===== src/rtl/hamming_stream_encoder.sv =====
// hamming_stream_encoder
//   Iterative Hamming(31,26) encoder. A data word is accepted over a
//   valid/ready handshake. Codeword positions 1..31 are then scanned at one
//   per cycle to build the parity syndrome. The result is presented as a
//   32-bit codeword in which position p sits at bit index 31-p and bit 31 is
//   always 0. An optional single-bit error can be injected into the
//   codeword after encoding.
//
// Ports
//   clk        : clock, all state updates on the rising edge
//   rst        : synchronous active-high reset
//   in_valid   : data word offered
//   in_ready   : encoder can accept a word (IDLE only)
//   data_in    : data word; bit 25 maps to the lowest data position (3)
//   inj_pos    : position to flip after encoding, 0 = none; sampled with data_in
//   out_valid  : codeword available
//   out_ready  : downstream accepts codeword
//   code_out   : codeword, position p at bit 31-p, bit 31 = 0
//   parity_out : clean syndrome, bit k = parity bit at position 2**k
module hamming_stream_encoder #(
  parameter  int P      = 5,
  localparam int DATA_W = 2**P - 1 - P,
  localparam int CODE_W = 2**P - 1
) (
  input  logic              clk,
  input  logic              rst,
  input  logic              in_valid,
  output logic              in_ready,
  input  logic [DATA_W-1:0] data_in,
  input  logic [P-1:0]      inj_pos,
  output logic              out_valid,
  input  logic              out_ready,
  output logic [CODE_W:0]   code_out,
  output logic [P-1:0]      parity_out
);

  typedef enum logic [1:0] {
    IDLE  = 2'd0,
    SCAN  = 2'd1,
    FINAL = 2'd2,
    DONE  = 2'd3
  } state_t;

  localparam logic [P-1:0] LAST_POS = CODE_W[P-1:0];

  state_t              state_q, state_d;
  logic [DATA_W-1:0]   data_q, data_d;
  logic [P-1:0]        inj_q, inj_d;
  logic [P-1:0]        syn_q, syn_d;
  logic [P-1:0]        pos_q, pos_d;
  logic [CODE_W:0]     cw_q, cw_d;
  logic [CODE_W:0]     code_out_q, code_out_d;
  logic [P-1:0]        parity_out_q, parity_out_d;
  logic                out_valid_q, out_valid_d;
  logic                in_ready_q, in_ready_d;

  // Scratch values for the current SCAN/FINAL cycle.
  logic                is_parity_pos;
  logic                data_bit;
  logic [P-1:0]        pos_idx;
  logic [P-1:0]        inj_idx;
  logic [CODE_W:0]     cw_final;

  always_comb begin
    state_d      = state_q;
    data_d       = data_q;
    inj_d        = inj_q;
    syn_d        = syn_q;
    pos_d        = pos_q;
    cw_d         = cw_q;
    code_out_d   = code_out_q;
    parity_out_d = parity_out_q;
    out_valid_d  = out_valid_q;
    in_ready_d   = in_ready_q;

    // A position is a parity slot when it is a power of two.
    is_parity_pos = ((pos_q & (pos_q - 1'b1)) == '0);
    data_bit      = is_parity_pos ? 1'b0 : data_q[DATA_W-1];
    pos_idx       = LAST_POS - pos_q;
    inj_idx       = LAST_POS - inj_q;
    cw_final      = cw_q;

    unique case (state_q)
      IDLE: begin
        if (in_valid) begin
          data_d     = data_in;
          inj_d      = inj_pos;
          syn_d      = '0;
          pos_d      = {{(P-1){1'b0}}, 1'b1};
          cw_d       = '0;
          in_ready_d = 1'b0;
          state_d    = SCAN;
        end
      end

      SCAN: begin
        // Data bits are consumed MSB-first from a shift register, so the
        // next data bit is always data_q's top bit at every data position.
        if (!is_parity_pos) begin
          data_d = data_q << 1;
          if (data_bit) syn_d = syn_q ^ pos_q;
        end
        cw_d[pos_idx] = data_bit;
        pos_d         = pos_q + 1'b1;
        if (pos_q == LAST_POS) state_d = FINAL;
      end

      FINAL: begin
        for (int unsigned k = 0; k < P; k++) begin
          cw_final[CODE_W - (2**k)] = syn_q[k];
        end
        // Injection is applied after parity insertion and never alters parity_out.
        if (inj_q != '0) cw_final[inj_idx] = ~cw_final[inj_idx];
        code_out_d   = cw_final;
        parity_out_d = syn_q;
        out_valid_d  = 1'b1;
        state_d      = DONE;
      end

      DONE: begin
        if (out_ready) begin
          out_valid_d = 1'b0;
          in_ready_d  = 1'b1;
          state_d     = IDLE;
        end
      end

      default: state_d = IDLE;
    endcase
  end

  always_ff @(posedge clk) begin
    if (rst) begin
      state_q      <= IDLE;
      data_q       <= '0;
      inj_q        <= '0;
      syn_q        <= '0;
      pos_q        <= '0;
      cw_q         <= '0;
      code_out_q   <= '0;
      parity_out_q <= '0;
      out_valid_q  <= 1'b0;
      in_ready_q   <= 1'b1;
    end else begin
      state_q      <= state_d;
      data_q       <= data_d;
      inj_q        <= inj_d;
      syn_q        <= syn_d;
      pos_q        <= pos_d;
      cw_q         <= cw_d;
      code_out_q   <= code_out_d;
      parity_out_q <= parity_out_d;
      out_valid_q  <= out_valid_d;
      in_ready_q   <= in_ready_d;
    end
  end

  assign in_ready   = in_ready_q;
  assign out_valid  = out_valid_q;
  assign code_out   = code_out_q;
  assign parity_out = parity_out_q;

endmodule

===== config.mk =====
export PLATFORM = sky130hd
export DESIGN_NAME = hamming_stream_encoder
export DESIGN_NICKNAME = d
export VERILOG_FILES = /design/src/rtl/hamming_stream_encoder.sv
export SDC_FILE = /design/constraint.sdc
export NUM_CORES = 1
export LEC_CHECK = 0
export ABC_AREA = 1
export BUFFER_PORTS_ARGS = -buffer_cell sky130_fd_sc_hd__buf_2
export CORE_UTILIZATION = 59
export DETAILED_ROUTE_END_ITERATION = 10
export GPL_TIMING_DRIVEN = 0
export PLACE_DENSITY_LB_ADDON = 0.25
export SLEW_MARGIN = 30
export SYNTH_ARGS = -nofsm -noshare
export SYNTH_HDL_FRONTEND = slang
export SYNTH_SLANG_ARGS = --single-unit

===== constraint.sdc =====
create_clock -name clk -period 1.98 [get_ports clk]
set_input_delay 0.198 -clock clk [delete_from_list [all_inputs] [get_ports clk]]
set_output_delay 0.198 -clock clk [all_outputs]
set_load 0.01 [all_outputs]

Word level (Yosys, flattened, before mapping)
Cells that the tools add are included.
{"block": "classes", "addsub": 4, "n_lt_le_gt_ge": 4, "n_eq_ne": 9, "n_mux": 30, "bitwise": 3, "n_reduce_logical": 15}
{"cell": "bitwise mux 32 bit", "count": 2}
{"cell": "2-to-1 mux 32 bit", "count": 2}
{"cell": "case mux 32 bit (2 select lines)", "count": 1}
{"cell": "2-to-1 mux 26 bit", "count": 2}
{"cell": "case mux 26 bit (2 select lines)", "count": 1}
{"cell": "2-to-1 mux 5 bit", "count": 4}
{"cell": "case mux 5 bit (2 select lines)", "count": 2}
{"cell": "< comparator 5 x 6 -> 1 bit (second input constant)", "count": 2}
{"cell": "demux 1 bit (select 5 bit)", "count": 2}
{"cell": ">= comparator 5 x 1 -> 1 bit (second input constant)", "count": 2}
{"cell": "inequality test 2 bit (second input constant)", "count": 5}
{"cell": "subtractor 5 bit (first input constant)", "count": 2}
{"cell": "AND reduction 3 bit", "count": 3}
{"cell": "case mux 2 bit (4 select lines)", "count": 1}
{"cell": "2-to-1 mux 1 bit", "count": 7}
{"cell": "2-to-1 mux 2 bit", "count": 3}
{"cell": "AND reduction 2 bit", "count": 3}
{"cell": "nonzero test 2 bit", "count": 3}
{"cell": "adder 5 x 1 -> 5 bit (second input constant)", "count": 1}
{"cell": "AND 5 bit", "count": 1}
{"cell": "binary-select mux 1 bit (select 5 bit)", "count": 1}
{"cell": "== test 5 bit (second input constant)", "count": 1}
{"cell": "logical NOT 5 bit", "count": 1}
{"cell": "nonzero test 5 bit", "count": 1}
{"cell": "9 further kinds", "count": 12}
{"block": "totals", "regBits": 114, "input_bits": 35, "out_inout_bits": 39}

Logic depth before layout (Yosys ltp)
{"block": "logic_depth", "depth_word": 7, "ltp_mapped": 14}

Worst setup path after synthesis
No wires, ideal clock.
{"block": "synth_path", "path_type": "register to register", "start": "register state_q[1]", "end": "register data_q[16]", "arrival_ns": 1.503, "required_ns": 1.843, "path_slack_ns": 0.341, "stages_incl_launch_ff": 10, "cell_sequence": "dfxtp_1 inv_1 ha_1 buf_4 inv_2 buf_2 nor2_1 nor2_2 clkbuf_1 a31oi_1"}
{"block": "synth_via", "elab_chain_cells": 3}
{"element": "start: declaration", "line": "46", "rtl": "state_t state_q, state_d;"}
{"element": "start signal: assignment", "line": "145", "rtl": "state_q <= state_d;"}
{"element": "== test 2 x 1 -> 1 bit or logical NOT 2 bit (tied branches)", "line": "83", "rtl": "unique case (state_q)"}
{"element": "inequality test 2 bit (no source line) or nonzero test 2 bit (tied branches)"}
{"element": "AND reduction 3 bit (no source line)"}
{"element": "end signal: assignment", "line": "146", "rtl": "data_q <= data_d;"}
{"element": "end: declaration", "line": "47", "rtl": "logic [DATA_W-1:0] data_q, data_d;"}
Parallel ways exist; a longest one is shown, timed or not.
A chain may end at the register's enable or synchronous reset.

Worst setup path after layout
{"block": "layout_path", "start": "register state_q[1]", "end": "register data_q[11]"}
The elaborated chain is that of the path after synthesis.

==> flow_metrics.py <==
metrics = {
    "critical_path": {
        "worst-endpoint-arrival_ns": 2.19,
        "buffers_and_inverters_on_the_worst_path": 5,
        "critical-path-max-stage-delay_ns": 0.34,
        "worstPathCellList": "inv_1 > ha_1 > buf_6 > inv_2 > o21ai_4 > inv_2 > nor2_4 > buf_4 > o21ai_0 > a31oi_1",
        "setup.worst_path.start_class": "register",
        "setup.worst_path.start": "state_q[1]",
        "critPathSlowestCell": "sky130_fd_sc_hd__dfxtp_1",
        "critical_path.top_delay_family": "buffers and inverters",
        "critical_path.endpoint_type": "register",
        "crit_top_cell": "sky130_fd_sc_hd__inv_2",
        "setup_crit_path_kind": "register to register",
        "cp_max_fo": 10,
        "rr_startpoint": "state_q[1]",
        "worst_ep_required_time_ns": 2.29,
    },
    "sta": {
        "max_slew.worst_pin.slew_ns": 0.817,
        "max_clock_freq_ghz": 0.533,
        "max_slew_margin_pct": 45.5,
        "grt_setup_unrepaired": "false",
        "timing_hold_violations_final": 0,
        "clock_skew_ns": 0.00959,
        "layout_worst_path_cycle_share_pct": 94.8,
        "final-setup-viol-count": 0,
        "setup_ws_ns": 0.103,
        "finalCriticalPeriod_ns": 1.88,
        "drv_slew": 0,
        "setup_total_negative_slack_ns": 0,
    },
    "yosys": {
        "synth.most_common_cell": "sky130_fd_sc_hd__nand2_1",
        "post_synth.cell_area_avg_um2": 6.86,
        "synth_area_um2": 6000,
        "yosys_warnings": 0,
        "synth_cells": 875,
        "synth_top_cells_by_area": "sky130_fd_sc_hd__dfxtp_1 (36%), sky130_fd_sc_hd__nand2_1 (16%), sky130_fd_sc_hd__nor2_1 (7.9%)",
        "asyncSetResetFlopFracSynth_pct": 0,
        "synth.ff_latch_count": 109,
        "ys_dominant_reg_cell": "sky130_fd_sc_hd__dfxtp_1",
        "fraction_of_the_yosys_area_taken_by_sequential_cells_pct": 36.4,
        "post-synth-top-area-fraction_pct": 36.4,
        "synth_top_cells_by_count": "sky130_fd_sc_hd__nand2_1 (255), sky130_fd_sc_hd__nor2_1 (126), sky130_fd_sc_hd__dfxtp_1 (109), sky130_fd_sc_hd__inv_1 (58), sky130_fd_sc_hd__o21ai_0 (57)",
        "synth.net_count": 920,
        "library_cell_with_the_largest_summed_area_after_synthesis": "sky130_fd_sc_hd__dfxtp_1",
        "post_synth_num_cell_types": 38,
        "edff_count_synth": 0,
    },
    "drt": {
        "antenna_left": 0,
        "drt_wl_total_um": 15400,
        "drt_pass1_iterations": 7,
        "vias": 5978,
        "vias_per_cell": 5.45,
        "post-route-drc-count": 0,
        "detail_route.iter0.violations": 454,
        "detail_route.wl_per_cell_um": 14.1,
    },
    "layout": {
        "register_area_um2": 2180,
        "final_layout_size_suffix_gt1_share_pct": 21.7,
        "fill_cells": 898,
        "multiInputGateArea_um2": 3270,
        "final_nets": 1003,
        "layout-area-overhead-vs-synth_pct": 13.1,
        "antenna_cells": 0,
    },
    "cts": {
        "insertion_delay_ns": 0.38,
        "path_clk_slew_ns": 0.11,
        "holdBufCountCts": 0,
        "post-cts-setup-buffers": 0,
        "numClockSinks": 109,
        "cts-root-buf": "sky130_fd_sc_hd__clkbuf_8",
        "ctsLongestPathBuffers": 2,
        "cts_tree": "done",
        "numCtsBuffers": 9,
        "h_tree_levels": 3,
        "cts-resized-gates": 5,
    },
    "pwr": {
        "post-layout-total-power_mw": 7.90,
        "power.density_cell_area_nw_per_um2": 1160,
        "p_leak_nw": 2.61,
        "vdd_ir_drop_max_uv": 792,
    },
    "placed_design": {
        "preCtsSetupSlack_ns": -0.0461,
        "dp_hpwl_um": 11200,
        "finalWeightedCongestion": 0.906,
        "port_buffers": 73,
    },
    "grt": {
        "grt_pass1_wl_um": 24900,
        "grt_start_max_net_pins": 19,
        "via_count_of_the_first_global_routing_pass": 5230,
        "grt.busiest_layer": "met2",
        "antenna_violations_before_repair": 0,
        "global_route.usage.met1_pct": 40.4,
        "gr-usage-met2_pct": 50.6,
        "gr-usage-met3_pct": 3.66,
        "grt.total_usage_pct": 30.4,
        "grt_overflow_total": 0,
    },
    "die": {
        "floorplan.initialDensity_pct": 61.1,
        "fp.dieH_um": 103,
        "std_cell_rows": 36,
        "core-area_um2": 9820,
        "top_level_ports": 74,
        "die_width_um": 103,
        "fp.dieArea_um2": 10600,
    },
    "flow_run": {
        "drv_cap": 0,
    },
    "worst_hold_path": {
        "worst_hold_path_type": "input pin to register",
        "min_from": "data_in[19]",
    },
    "run_status": {
        "run_status": "finished clean",
    },
}
-- placed cells by master (no fill, tap or decap), types with 5 or more instances in the layout --
cell type / n
sky130_fd_sc_hd__nand2_1: 254
sky130_fd_sc_hd__nor2_1: 125
sky130_fd_sc_hd__dfxtp_1: 107
sky130_fd_sc_hd__buf_2: 76
sky130_fd_sc_hd__inv_1: 58
sky130_fd_sc_hd__o21ai_0: 57
sky130_fd_sc_hd__a21oi_1: 50
sky130_fd_sc_hd__nand3_2: 31
sky130_fd_sc_hd__a21oi_2: 30
sky130_fd_sc_hd__clkbuf_1: 26
sky130_fd_sc_hd__a31oi_1: 25
sky130_fd_sc_hd__o21ai_1: 14
sky130_fd_sc_hd__nand2_2: 11
sky130_fd_sc_hd__clkbuf_8: 11
sky130_fd_sc_hd__nor3_1: 9
sky130_fd_sc_hd__nand3_1: 9
sky130_fd_sc_hd__ha_1: 8
sky130_fd_sc_hd__inv_2: 7
sky130_fd_sc_hd__buf_6: 6
sky130_fd_sc_hd__buf_4: 5
sky130_fd_sc_hd__clkbuf_2: 5
-- logic make-up after synthesis --
group | synth area share [%]
and+or+nand+nor | 33.2
AOI/OAI and AO/OA | 18.4
buffers and inverters | 9.55
DFF | 36.4
adders and majority gates | 2.09
xor gates and xnor gates | 0.438
-- per-stage QoR --
| stage | cells | util, % | hold slack (ns) | cell area (µm²) |
|---|---|---|---|---|
| after detailed placement | 1081 | 66.5 | 0.455 | 6530 |
| after floorplan | 875 | - | 0.345 | 6000 |
| after CTS | 1096 | 68.6 | 0.0608 | 6740 |
| final | 1096 | 69.1 | 0.0618 | 6780 |
| after global routing | 1096 | 69.1 | 0.0544 | 6780 |
| after global placement | 1081 | 66.5 | 0.450 | 6530 |
-- where the power goes --
| part | switching [mW] | internal [mW] |
|---|---|---|
| Sequential | 0.231 | 2.56 |
| Clock | 0.793 | 0.597 |
| Combinational | 2.47 | 1.25 |
| Total | 3.50 | 4.41 |
-- flip-flops by register name, indices dropped and copies added, names as in the netlist --
signal      flops
code_out       32
cw_q           27
data_q         26
inj_q           5
parity_out      5
pos_q           5
syn_q           5
state_q         2
in_ready        1
out_valid       1
-- worst paths after layout --
kind	to	slack, ns	cells after the start
setup reg to reg	data_q[11]	0.10	10
hold / removal	data_q[19]	0.06	3
hold reg to reg	code_out[21]	0.47	2
setup / recovery	data_q[11]	0.10	10
-- cell type report --
type,count,area share (%)
Multi-Input combinational cell,647,48.2
Sequential cell,109,32.2
Timing Repair Buffer,73,5.39
Buffer,49,4.81
Inverter,69,3.95
Tap cell,133,2.45
Clock buffer,10,1.88
Clock inverter,6,1.07
-- routing by layer --
layer | vias up | part of all wire, % | wire (µm)
li1 | 2968 | - | -
met1 | 2758 | 45 | 6960
met2 | 212 | 46 | 7140
met3 | 40 | 6.3 | 978
met4 | 0 | 2.3 | 357
met5 | - | 0 | 0
-- worst register-to-register path, delay by kind of cell (launching register included) --
| kind | cells | cell delay [ns] |
|---|---|---|
| AOI/OAI and AO/OA | 3 | 0.48 |
| adders and majority gates | 1 | 0.17 |
| DFF | 1 | 0.34 |
| buffers and inverters | 5 | 0.66 |
| and+or+nand+nor | 1 | 0.17 |
(Power assumes the default switching activity.)
